$ cat src/rtl/text_buffer_scheduler_if.sv
// Write-port bus of the display character buffer: two requester channels,
// the clear control, and the buffer write port driven by the scheduler.
interface text_buffer_scheduler_if #(
  parameter int AW = 9,
  parameter int DW = 32
);
  logic          i_vblank;
  logic          i_cpu_req;
  logic [AW-1:0] i_cpu_addr;
  logic [DW-1:0] i_cpu_data;
  logic          o_cpu_gnt;
  logic          i_kbd_req;
  logic [AW-1:0] i_kbd_addr;
  logic [DW-1:0] i_kbd_data;
  logic          o_kbd_gnt;
  logic          i_clear;
  logic          o_clear_busy;
  logic          o_we;
  logic [AW-1:0] o_waddr;
  logic [DW-1:0] o_wdata;
  logic          o_range_err;

  modport master (
    output i_vblank, i_cpu_req, i_cpu_addr, i_cpu_data,
    output i_kbd_req, i_kbd_addr, i_kbd_data, i_clear,
    input  o_cpu_gnt, o_kbd_gnt, o_clear_busy,
    input  o_we, o_waddr, o_wdata, o_range_err
  );

  modport slave (
    input  i_vblank, i_cpu_req, i_cpu_addr, i_cpu_data,
    input  i_kbd_req, i_kbd_addr, i_kbd_data, i_clear,
    output o_cpu_gnt, o_kbd_gnt, o_clear_busy,
    output o_we, o_waddr, o_wdata, o_range_err
  );
endinterface

$ cat src/rtl/text_buffer_scheduler.sv
// Single write port of the display character buffer: round-robin CPU/keyboard
// arbitration, full-buffer clear sequencer, optional vertical-blank write window.
module text_buffer_scheduler #(
  parameter int          DEPTH       = 328,
  parameter int          AW          = 9,
  parameter int          DW          = 32,
  parameter logic [31:0] BLANK       = 32'h0000_0020,
  parameter bit          VBLANK_ONLY = 1'b1
) (
  input  logic                    VGA_CLK_IN,
  input  logic                    i_rst_n,
  text_buffer_scheduler_if.slave  bus
);

  typedef enum logic [0:0] {
    ST_IDLE  = 1'b0,
    ST_CLEAR = 1'b1
  } state_t;

  localparam logic [AW:0]   DEPTH_L   = (AW+1)'(DEPTH);
  localparam logic [AW-1:0] LAST_ADDR = AW'(DEPTH - 1);
  localparam logic [DW-1:0] BLANK_L   = DW'(BLANK);

  function automatic logic addr_in_range(input logic [AW-1:0] addr);
    return ({1'b0, addr} < DEPTH_L);
  endfunction

  state_t        state_r;
  state_t        state_nxt_s;
  logic          clr_pend_r;
  logic          clr_pend_nxt_s;
  logic [AW-1:0] clr_cnt_r;
  logic [AW-1:0] clr_cnt_nxt_s;
  logic          clr_busy_r;
  logic          clr_busy_nxt_s;
  logic          clr_we_s;
  logic          prio_kbd_r;

  logic          win_s;
  logic          busy_s;
  logic          clr_accept_s;
  logic          gnt_ok_s;
  logic          cpu_gnt_s;
  logic          kbd_gnt_s;
  logic          gnt_any_s;
  logic [AW-1:0] gnt_addr_s;
  logic [DW-1:0] gnt_data_s;
  logic          gnt_in_range_s;

  logic          we_r;
  logic [AW-1:0] waddr_r;
  logic [DW-1:0] wdata_r;
  logic          range_err_r;

  // Write window and busy qualification shared by arbitration and clear control
  always_comb begin
    win_s        = ~VBLANK_ONLY | bus.i_vblank;
    busy_s       = clr_pend_r | (state_r == ST_CLEAR) | clr_busy_r;
    clr_accept_s = bus.i_clear & ~busy_s;
    // A clear arriving in the same cycle beats any request
    gnt_ok_s     = i_rst_n & win_s & ~busy_s & ~bus.i_clear & (state_r == ST_IDLE);
  end

  // Round-robin grant; the grant is same-cycle because addr/data are taken in the gnt cycle
  always_comb begin
    cpu_gnt_s = 1'b0;
    kbd_gnt_s = 1'b0;
    if (gnt_ok_s) begin
      if (bus.i_cpu_req && bus.i_kbd_req) begin
        if (prio_kbd_r) begin
          kbd_gnt_s = 1'b1;
        end else begin
          cpu_gnt_s = 1'b1;
        end
      end else begin
        cpu_gnt_s = bus.i_cpu_req;
        kbd_gnt_s = bus.i_kbd_req;
      end
    end else begin
      cpu_gnt_s = 1'b0;
      kbd_gnt_s = 1'b0;
    end
  end

  // Select the granted channel's address and data
  always_comb begin
    gnt_any_s = cpu_gnt_s | kbd_gnt_s;
    if (cpu_gnt_s) begin
      gnt_addr_s = bus.i_cpu_addr;
      gnt_data_s = bus.i_cpu_data;
    end else begin
      gnt_addr_s = bus.i_kbd_addr;
      gnt_data_s = bus.i_kbd_data;
    end
    gnt_in_range_s = addr_in_range(gnt_addr_s);
  end

  // Clear sequencer next-state: pending -> sweep all entries while the window is open
  always_comb begin
    state_nxt_s    = state_r;
    clr_pend_nxt_s = clr_pend_r | clr_accept_s;
    clr_cnt_nxt_s  = clr_cnt_r;
    clr_we_s       = 1'b0;
    case (state_r)
      ST_IDLE: begin
        if (clr_pend_r && win_s) begin
          state_nxt_s    = ST_CLEAR;
          clr_pend_nxt_s = 1'b0;
          clr_cnt_nxt_s  = {AW{1'b0}};
        end else begin
          state_nxt_s = ST_IDLE;
        end
      end
      ST_CLEAR: begin
        if (win_s) begin
          clr_we_s = 1'b1;
          if (clr_cnt_r == LAST_ADDR) begin
            state_nxt_s   = ST_IDLE;
            clr_cnt_nxt_s = {AW{1'b0}};
          end else begin
            clr_cnt_nxt_s = clr_cnt_r + AW'(1);
          end
        end else begin
          clr_we_s = 1'b0;
        end
      end
      default: begin
        state_nxt_s    = ST_IDLE;
        clr_pend_nxt_s = 1'b0;
        clr_cnt_nxt_s  = {AW{1'b0}};
      end
    endcase
    // Busy stays up through the cycle that carries the last clear write
    clr_busy_nxt_s = clr_pend_nxt_s | (state_nxt_s == ST_CLEAR) | (state_r == ST_CLEAR);
  end

  // Control state registers
  always_ff @(posedge VGA_CLK_IN or negedge i_rst_n) begin
    if (!i_rst_n) begin
      state_r    <= ST_IDLE;
      clr_pend_r <= 1'b0;
      clr_cnt_r  <= {AW{1'b0}};
      clr_busy_r <= 1'b0;
      prio_kbd_r <= 1'b0;
    end else begin
      state_r    <= state_nxt_s;
      clr_pend_r <= clr_pend_nxt_s;
      clr_cnt_r  <= clr_cnt_nxt_s;
      clr_busy_r <= clr_busy_nxt_s;
      if (cpu_gnt_s) begin
        prio_kbd_r <= 1'b1;
      end else if (kbd_gnt_s) begin
        prio_kbd_r <= 1'b0;
      end else begin
        prio_kbd_r <= prio_kbd_r;
      end
    end
  end

  // Registered buffer write port; out-of-range grants become an error pulse instead
  always_ff @(posedge VGA_CLK_IN or negedge i_rst_n) begin
    if (!i_rst_n) begin
      we_r        <= 1'b0;
      waddr_r     <= {AW{1'b0}};
      wdata_r     <= {DW{1'b0}};
      range_err_r <= 1'b0;
    end else begin
      we_r        <= clr_we_s | (gnt_any_s & gnt_in_range_s);
      range_err_r <= gnt_any_s & ~gnt_in_range_s;
      if (clr_we_s) begin
        waddr_r <= clr_cnt_r;
        wdata_r <= BLANK_L;
      end else if (gnt_any_s && gnt_in_range_s) begin
        waddr_r <= gnt_addr_s;
        wdata_r <= gnt_data_s;
      end else begin
        waddr_r <= waddr_r;
        wdata_r <= wdata_r;
      end
    end
  end

  assign bus.o_cpu_gnt    = cpu_gnt_s;
  assign bus.o_kbd_gnt    = kbd_gnt_s;
  assign bus.o_clear_busy = clr_busy_r;
  assign bus.o_we         = we_r;
  assign bus.o_waddr      = waddr_r;
  assign bus.o_wdata      = wdata_r;
  assign bus.o_range_err  = range_err_r;

endmodule

$ cat src/flat_wrapper.sv
// flat-port wrapper written by rule: the top's interface ports become plain ports
module text_buffer_scheduler_flat 
#(
  parameter int          DEPTH       = 328,
  parameter int          AW          = 9,
  parameter int          DW          = 32,
  parameter logic [31:0] BLANK       = 32'h0000_0020,
  parameter bit          VBLANK_ONLY = 1'b1
)
  (VGA_CLK_IN, i_rst_n, bus_i_vblank, bus_i_cpu_req, bus_i_cpu_addr, bus_i_cpu_data, bus_i_kbd_req, bus_i_kbd_addr, bus_i_kbd_data, bus_i_clear, bus_o_cpu_gnt, bus_o_kbd_gnt, bus_o_clear_busy, bus_o_we, bus_o_waddr, bus_o_wdata, bus_o_range_err);
  text_buffer_scheduler_if #(.AW(AW), .DW(DW)) bus_i ();
  input  logic VGA_CLK_IN;
  input  logic i_rst_n;
  input wire logic [$bits(bus_i.i_vblank)-1:0] bus_i_vblank;
  input wire logic [$bits(bus_i.i_cpu_req)-1:0] bus_i_cpu_req;
  input wire logic [$bits(bus_i.i_cpu_addr)-1:0] bus_i_cpu_addr;
  input wire logic [$bits(bus_i.i_cpu_data)-1:0] bus_i_cpu_data;
  input wire logic [$bits(bus_i.i_kbd_req)-1:0] bus_i_kbd_req;
  input wire logic [$bits(bus_i.i_kbd_addr)-1:0] bus_i_kbd_addr;
  input wire logic [$bits(bus_i.i_kbd_data)-1:0] bus_i_kbd_data;
  input wire logic [$bits(bus_i.i_clear)-1:0] bus_i_clear;
  output wire logic [$bits(bus_i.o_cpu_gnt)-1:0] bus_o_cpu_gnt;
  output wire logic [$bits(bus_i.o_kbd_gnt)-1:0] bus_o_kbd_gnt;
  output wire logic [$bits(bus_i.o_clear_busy)-1:0] bus_o_clear_busy;
  output wire logic [$bits(bus_i.o_we)-1:0] bus_o_we;
  output wire logic [$bits(bus_i.o_waddr)-1:0] bus_o_waddr;
  output wire logic [$bits(bus_i.o_wdata)-1:0] bus_o_wdata;
  output wire logic [$bits(bus_i.o_range_err)-1:0] bus_o_range_err;
  assign bus_i.i_vblank = bus_i_vblank;
  assign bus_i.i_cpu_req = bus_i_cpu_req;
  assign bus_i.i_cpu_addr = bus_i_cpu_addr;
  assign bus_i.i_cpu_data = bus_i_cpu_data;
  assign bus_i.i_kbd_req = bus_i_kbd_req;
  assign bus_i.i_kbd_addr = bus_i_kbd_addr;
  assign bus_i.i_kbd_data = bus_i_kbd_data;
  assign bus_i.i_clear = bus_i_clear;
  assign bus_o_cpu_gnt = bus_i.o_cpu_gnt;
  assign bus_o_kbd_gnt = bus_i.o_kbd_gnt;
  assign bus_o_clear_busy = bus_i.o_clear_busy;
  assign bus_o_we = bus_i.o_we;
  assign bus_o_waddr = bus_i.o_waddr;
  assign bus_o_wdata = bus_i.o_wdata;
  assign bus_o_range_err = bus_i.o_range_err;
  text_buffer_scheduler #(.DEPTH(DEPTH), .AW(AW), .DW(DW), .BLANK(BLANK), .VBLANK_ONLY(VBLANK_ONLY)) u_core (.VGA_CLK_IN(VGA_CLK_IN), .i_rst_n(i_rst_n), .bus(bus_i));
endmodule
$ cat config.mk
export PLATFORM = sky130hd
export DESIGN_NAME = text_buffer_scheduler_flat
export DESIGN_NICKNAME = d
export VERILOG_FILES = /design/src/rtl/text_buffer_scheduler_if.sv /design/src/rtl/text_buffer_scheduler.sv /design/src/flat_wrapper.sv
export SDC_FILE = /design/constraint.sdc
export NUM_CORES = 1
export LEC_CHECK = 0
export CAP_MARGIN = 20
export CORE_AREA = 4 4 102 104
export DETAILED_ROUTE_END_ITERATION = 6
export DIE_AREA = 0 0 106 108
export MAX_ROUTING_LAYER = met4
export PLACE_DENSITY = 0.65
export SETUP_SLACK_MARGIN = 0.1
export SYNTH_ARGS = -nofsm -noshare
export SYNTH_HDL_FRONTEND = slang
export SYNTH_SLANG_ARGS = --single-unit
$ cat constraint.sdc
create_clock -name VGA_CLK_IN -period 1.8 [get_ports VGA_CLK_IN]
set_input_delay 0.36 -clock VGA_CLK_IN [delete_from_list [all_inputs] [get_ports VGA_CLK_IN]]
set_output_delay 0.36 -clock VGA_CLK_IN [all_outputs]
set_load 0.02 [all_outputs]
==> flow_metrics.tcl, run 1 <==
set metrics [dict create \
    critPathArrivalTime_ns 1.42 \
    switchingPower_mw 0.856 \
    cts_tree "done" \
    cts_sinks 56 \
    max_freq_mhz 560 \
    place_hpwl_mm 7.60 \
    coreArea_sq_um 9550 \
    wl_per_cell_um 16.8 \
    viasPerCell 5.02 \
    first_global_vias 3106 \
    final_area_sq_um 5320 \
    cp_max_fo 3 \
    detail-route-antenna-nets 0 \
    seq_power_share 0.474 \
    period_needed_ns 1.78 \
    vdd_drop_max_v 0.000351 \
    clk_latency_ns 0.31 \
    cts_hold_buf 0 \
    combPwrFrac 0.262 \
    swShare 0.282 \
    reg2regPathDepth 8 \
    maxSlewViolCount 0 \
    synthDominantCellAreaShare 0.432 \
    syn_inst 303 \
    die_x_um 106 \
    rsz0062_at_grt "yes" \
    synth-seq-cells 56 \
    clk_path_buf_depth 2 \
    synthToLayoutAreaGrowth_pct 64.0 \
    startpoint "u_core.bus.o_clear_busy$_DFF_PN0_" \
    gr-total-overflow 0 \
    tightest_slew_ns 0.722 \
    cts_root_buf "clkbuf_8" \
    max-cap-violations 0 \
    path_clk_slew_ns 0.10 \
    cts_max_level 2 \
    drtPass1Iterations 5 \
    grt_first_pass_wirelength_mm 16.0 \
    hp-class "in2async" \
    final_hold_viol_count 0 \
    power-per-cell-area_nw_per_um2 572 \
    start_util 0.339 \
    yosysSeqAreaShare 0.432 \
    drive_gt1_frac 0.185 \
    dieArea_sq_um 11400 \
    fp.dieH_um 108 \
    intPower_mw 2.18 \
    syn-cell-area_sq_um 3240 \
    synth.avg_cell_area_sq_um 10.7 \
    async_reset_ff_frac 1.00 \
    worstPathRequired_ns 1.44 \
    regToRegStartpoint "u_core.prio_kbd_r$_DFFE_PN0P_" \
    setup_tns_ns 0 \
    critPathCaptureType "primary output" \
    total_leakage_power_nw 2.70 \
    io_buffers 133 \
    grt_max_degree 57 \
    ios 134 \
    syn-num-nets 392 \
    antenna_found_initial 3 \
    synth_ff_type "dfrtp_1" \
    nets 554 \
    totalWireLength_mm 10.1 \
    synthDistinctLibCells 44 \
    status "completed" \
    power_frac_clock 0.264 \
    synth_area_leaders "dfrtp_1, mux2i_1, nand2_1, a211o_1, a2bb2oi_1" \
    cp-start-kind "flip-flop" \
    period_share 0.991 \
    routabilityCongestion 0.825 \
    synth_top_area_cell "dfrtp_1" \
    route.vias.total 3013 \
    synth-edff-count 0 \
    ys_warn_count 0 \
    drc 0 \
    finalSetupViolations 0 \
    utilization 0.557 \
    first_iter_violations 89 \
    cts-buffers-inserted 5 \
    row_count 36 \
    fin_skew_ns 0.00364 \
    dpl_cell_area_sq_um 5010 \
    track_usage 0.183 \
    worstSetupPathType "reg2out" \
    slew_headroom 0.519 \
]
==> final cells by class <==
cell class                 instances  area (sq um)
timing repair buffer             180          1860
inverter                           1          3.75
antenna                            3          7.51
tap                              133           166
sequential                        56          1400
fill                             857          4230
multi-input combinational        221          1770
clock inverter                     1          30.0
clock buffer                       5          68.8
==> cells in the mapped netlist, types with 3 or more instances <==
cell	n
o21ai_0	5
and2_1	3
clkbuf_1	13
a2111oi_0	7
buf_6	5
buf_2	4
nor2_1	9
dfrtp_1	56
a2bb2oi_1	8
a31o_1	8
nand3_1	12
a31oi_1	3
nand2_1	41
a211o_1	9
nand4_1	10
and3_1	5
mux2i_1	66
a21oi_1	5
==> critical path, cell delays in order, from the launching register on <==
cell	delay [ns]
dfrtp_1	0.38
and4bb_1	0.29
and2_4	0.16
and3_4	0.17
buf_6	0.11
==> layer usage <==
layer	GRT usage	wire length (um)
met1	0.217	4100
met2	0.306	5030
met5	-	0
met3	0.0579	810
met4	0.0416	109
==> final timing paths <==
check                                                     end  slack (ns)
min in group VGA_CLK_IN     u_core.bus.o_clear_busy$_DFF_PN0_        0.44
min                               u_core.clr_pend_r$_DFF_PN0_        0.19
max in group asynchronous     u_core.clr_cnt_r[2]$_DFFE_PN0P_        1.10
max reg2reg                u_core.bus.o_wdata[16]$_DFFE_PN0P_        0.09
min reg2reg                u_core.bus.o_wdata[28]$_DFFE_PN0P_        0.51
max                                             bus_o_kbd_gnt        0.02
==> per-stage QoR <==
stage / total power, mW / cells / setup slack [ns] / hold WS (ns)
final: 3.04 / 600 / 0.0157 / 0.188
after global routing: 3.20 / 600 / -0.0459 / 0.265
after CTS: 3.07 / 599 / -0.00942 / 0.240
after detailed placement: 2.25 / 584 / -0.580 / 0.494
after global placement: 2.24 / 584 / -0.599 / 0.485
after floorplan: 1.78 / 303 / 0.138 / 0.0644
==> power by group through the flow <==
stage | Combinational, mW | Clock, mW | Sequential, mW
2_1_floorplan | 0.291 | 0 | 1.49
3_3_place_gp | 0.780 | 0 | 1.46
3_5_place_dp | 0.789 | 0 | 1.46
4_1_cts | 0.801 | 0.828 | 1.44
5_1_grt | 0.868 | 0.876 | 1.46
6_report | 0.796 | 0.802 | 1.44
==> registers in the layout (all words and copies together) (netlist names) <==
name / flops
u_core.bus.o_clear_busy: 1
u_core.bus.o_range_err: 1
u_core.bus.o_waddr: 9
u_core.bus.o_wdata: 32
u_core.bus.o_we: 1
u_core.clr_cnt_r: 9
u_core.clr_pend_r: 1
u_core.prio_kbd_r: 1
u_core.state_r: 1
==> timing repair <==
action | 4_1_cts | 5_1_grt
cloned | 0 | 0
gates resized for setup | 57 | 28
pin swaps | 7 | 10
setup buffers | 9 | 0
setup endpoints to repair | 50 | 44
==> cell families (layout without fill, tap and decap cells) <==
kind of cell	Yosys count	in the layout	share of synthesized area
buf+inv	26	187	0.0490
xor+xnor	1	1	0.00270
simple gates	89	89	0.143
flops	56	56	0.432
compound gates	62	62	0.158
mux	68	68	0.211
fa+ha+maj	1	1	0.00386
other cells	0	3	0
==> placed cells by master (no fill, tap or decap), drive strengths merged, types with 3 or more instances in the layout <==
master / netlist / final
nor2: 9 / 9
dlygate4sd2: 0 / 18
clkbuf: 13 / 5
a2bb2oi: 8 / 8
a211o: 9 / 9
a31o: 9 / 9
a21oi: 6 / 6
nand3: 12 / 12
buf: 12 / 50
nand4: 10 / 10
a2111oi: 9 / 9
diode: 0 / 3
a31oi: 3 / 3
mux2i: 66 / 66
and3: 5 / 5
dfrtp: 56 / 56
dlymetal6s2s: 0 / 16
clkdlybuf4s50: 0 / 95
and2: 3 / 3
nand2: 41 / 41
o21ai: 9 / 9
No activity file was read; power rests on OpenSTA's default activity.
==> run 2, diff against run 1 <==
--- a/config.mk
+++ b/config.mk
@@ -7,6 +7,7 @@
 export LEC_CHECK = 0
 export CAP_MARGIN = 20
 export CORE_AREA = 4 4 102 104
+export CTS_CLUSTER_DIAMETER = 80
 export DETAILED_ROUTE_END_ITERATION = 6
 export DIE_AREA = 0 0 106 108
 export MAX_ROUTING_LAYER = met4
==> results of run 2 <==
The final DEF is identical to that of run 1; final timing and power are the same.
==> run 3, diff against run 2 <==
--- a/config.mk
+++ b/config.mk
@@ -6,12 +6,12 @@
 export NUM_CORES = 1
 export LEC_CHECK = 0
 export CAP_MARGIN = 20
-export CORE_AREA = 4 4 102 104
+export CORE_AREA = 2 2 100 102
 export CTS_CLUSTER_DIAMETER = 80
 export DETAILED_ROUTE_END_ITERATION = 6
-export DIE_AREA = 0 0 106 108
+export DIE_AREA = 0 0 102 104
 export MAX_ROUTING_LAYER = met4
-export PLACE_DENSITY = 0.65
+export PLACE_DENSITY = 0.66
 export SETUP_SLACK_MARGIN = 0.1
 export SYNTH_ARGS = -nofsm -noshare
 export SYNTH_HDL_FRONTEND = slang
==> constraint.sdc (replaced) <==
create_clock -name VGA_CLK_IN -period 1.9 [get_ports VGA_CLK_IN]
set_input_delay 0.38 -clock VGA_CLK_IN [delete_from_list [all_inputs] [get_ports VGA_CLK_IN]]
set_output_delay 0.38 -clock VGA_CLK_IN [all_outputs]
set_load 0.02 [all_outputs]
==> flow_metrics.tcl, run 3 (same netlist as run 1, synthesis figures left out) <==
set metrics [dict create \
    status "completed" \
    antenna_found_initial 3 \
    seq_power_share 0.453 \
    die_x_um 102 \
    grt_max_degree 57 \
    totalWireLength_mm 9.70 \
    stdcell_count 600 \
    finalSetupViolations 0 \
    row_count 36 \
    total_leakage_power_nw 2.45 \
    synthToLayoutAreaGrowth_pct 63.6 \
    period_share 0.967 \
    grt_first_pass_wirelength_mm 15.6 \
    worstSetupPathType "reg2out" \
    drtPass1Iterations 4 \
    cts_sinks 56 \
    fin_skew_ns 0.00497 \
    wl_per_cell_um 16.2 \
    critPathArrivalTime_ns 1.46 \
    maxSlewViolCount 0 \
    clk_path_buf_depth 2 \
    route.vias.total 3053 \
    tightest_slew_ns 0.714 \
    viasPerCell 5.09 \
    max-cap-violations 0 \
    track_usage 0.189 \
    slew_headroom 0.524 \
    nets 552 \
    coreArea_sq_um 9550 \
    worstPathRequired_ns 1.52 \
    cts_max_level 2 \
    fp.dieH_um 104 \
    switchingPower_mw 0.838 \
    clk_latency_ns 0.30 \
    cts_hold_buf 0 \
    cts_root_buf "clkbuf_8" \
    mostFrequentLayoutCell "clkdlybuf4s50_1" \
    dp_slack_ns -0.532 \
    detail-route-antenna-nets 0 \
    final_hold_viol_count 0 \
    cp-start-kind "flip-flop" \
    first_iter_violations 121 \
    place_hpwl_mm 7.07 \
    cp_max_fo 3 \
    dpl_cell_area_sq_um 4920 \
    mostFrequentLayoutCells "clkdlybuf4s50_1, mux2i_1, dfrtp_1" \
    finalWorstSetupSlack_ns 0.0634 \
    power_frac_clock 0.288 \
    first_global_vias 3083 \
    final_area_sq_um 5300 \
    hp-class "in2async" \
    reg2regPathDepth 6 \
    dieArea_sq_um 10600 \
    utilization 0.555 \
    largest_register_ffs 32 \
    drive_gt1_frac 0.177 \
    power-per-cell-area_nw_per_um2 568 \
    ios 134 \
    cts_tree "done" \
    intPower_mw 2.17 \
    place_inst 579 \
    period_needed_ns 1.84 \
    vdd_drop_max_v 0.000387 \
    path_clk_slew_ns 0.10 \
    swShare 0.278 \
    fillers 892 \
    critPathCaptureType "primary output" \
    rsz0062_at_grt "yes" \
    cts-buffers-inserted 5 \
    start_util 0.339 \
    max_freq_mhz 544 \
    gr-total-overflow 0 \
    drc 0 \
    io_buffers 133 \
    routabilityCongestion 0.802 \
    combPwrFrac 0.259 \
]
## run 3: stage by stage
step / total power, mW / setup TNS [ns] / hold WS (ns)
2_1_floorplan: 1.69 / 0 / 0.0844
3_5_place_dp: 2.13 / -17.66 / 0.491
4_1_cts: 3.02 / 0 / 0.256
6_report: 3.01 / 0 / 0.219
5_1_grt: 3.15 / 0 / 0.284
3_3_place_gp: 2.11 / -16.24 / 0.488
## run 3: worst max-delay path: stages (launching register included)
cell and delay, ns:
dfrtp_1 0.38, and4bb_2 0.33, and2_4 0.15, and3_4 0.18
buf_6 0.11
## run 3: repair_timing
action | 4_1_cts | 5_1_grt
cloned | 1 | 1
resized for setup | 29 | 20
buffers inserted | 5 | 3
setup endpoints to repair | 44 | 45
pin swaps | 3 | 8
## run 3: power by group through the flow
stage | Clock (mW) | Sequential, mW | Combinational (mW)
final | 0.867 | 1.36 | 0.781
after global routing | 0.926 | 1.38 | 0.848
after CTS | 0.881 | 1.36 | 0.775
after detailed placement | 0 | 1.39 | 0.746
after global placement | 0 | 1.38 | 0.729
after floorplan | 0 | 1.41 | 0.275
## run 3: final cells by class
type	instances	area [sq um]	area share
multi-input cells	221	1800	0.339
repair buffers	178	1800	0.340
well taps	133	166	0.0314
clock buffers	7	96.3	0.0182
flip-flops and latches	56	1400	0.264
clock inverters	1	30.0	0.00566
inverters	1	3.75	0.000708
diodes	3	7.51	0.00142
## run 3: worst paths after layout
check	start	to	slack, ns
max	u_core.bus.o_clear_busy$_DFF_PN0_	bus_o_kbd_gnt	0.06
min	i_rst_n	u_core.bus.o_clear_busy$_DFF_PN0_	0.22
max reg2reg	u_core.prio_kbd_r$_DFFE_PN0P_	u_core.bus.o_wdata[31]$_DFFE_PN0P_	0.25
min reg2reg	u_core.bus.o_wdata[19]$_DFFE_PN0P_	u_core.bus.o_wdata[19]$_DFFE_PN0P_	0.52
max in group asynchronous	i_rst_n	u_core.bus.o_wdata[28]$_DFFE_PN0P_	1.21
min in group VGA_CLK_IN	bus_i_clear	u_core.bus.o_clear_busy$_DFF_PN0_	0.45
## run 3: per-layer routing
metal  share of wire  vias to the layer above  track usage
met5               0                        -            -
met4          0.0047                        0       0.0267
met3            0.10                        5       0.0685
met2            0.49                      122        0.301
met1            0.40                     1475        0.236
li1                -                     1451            -
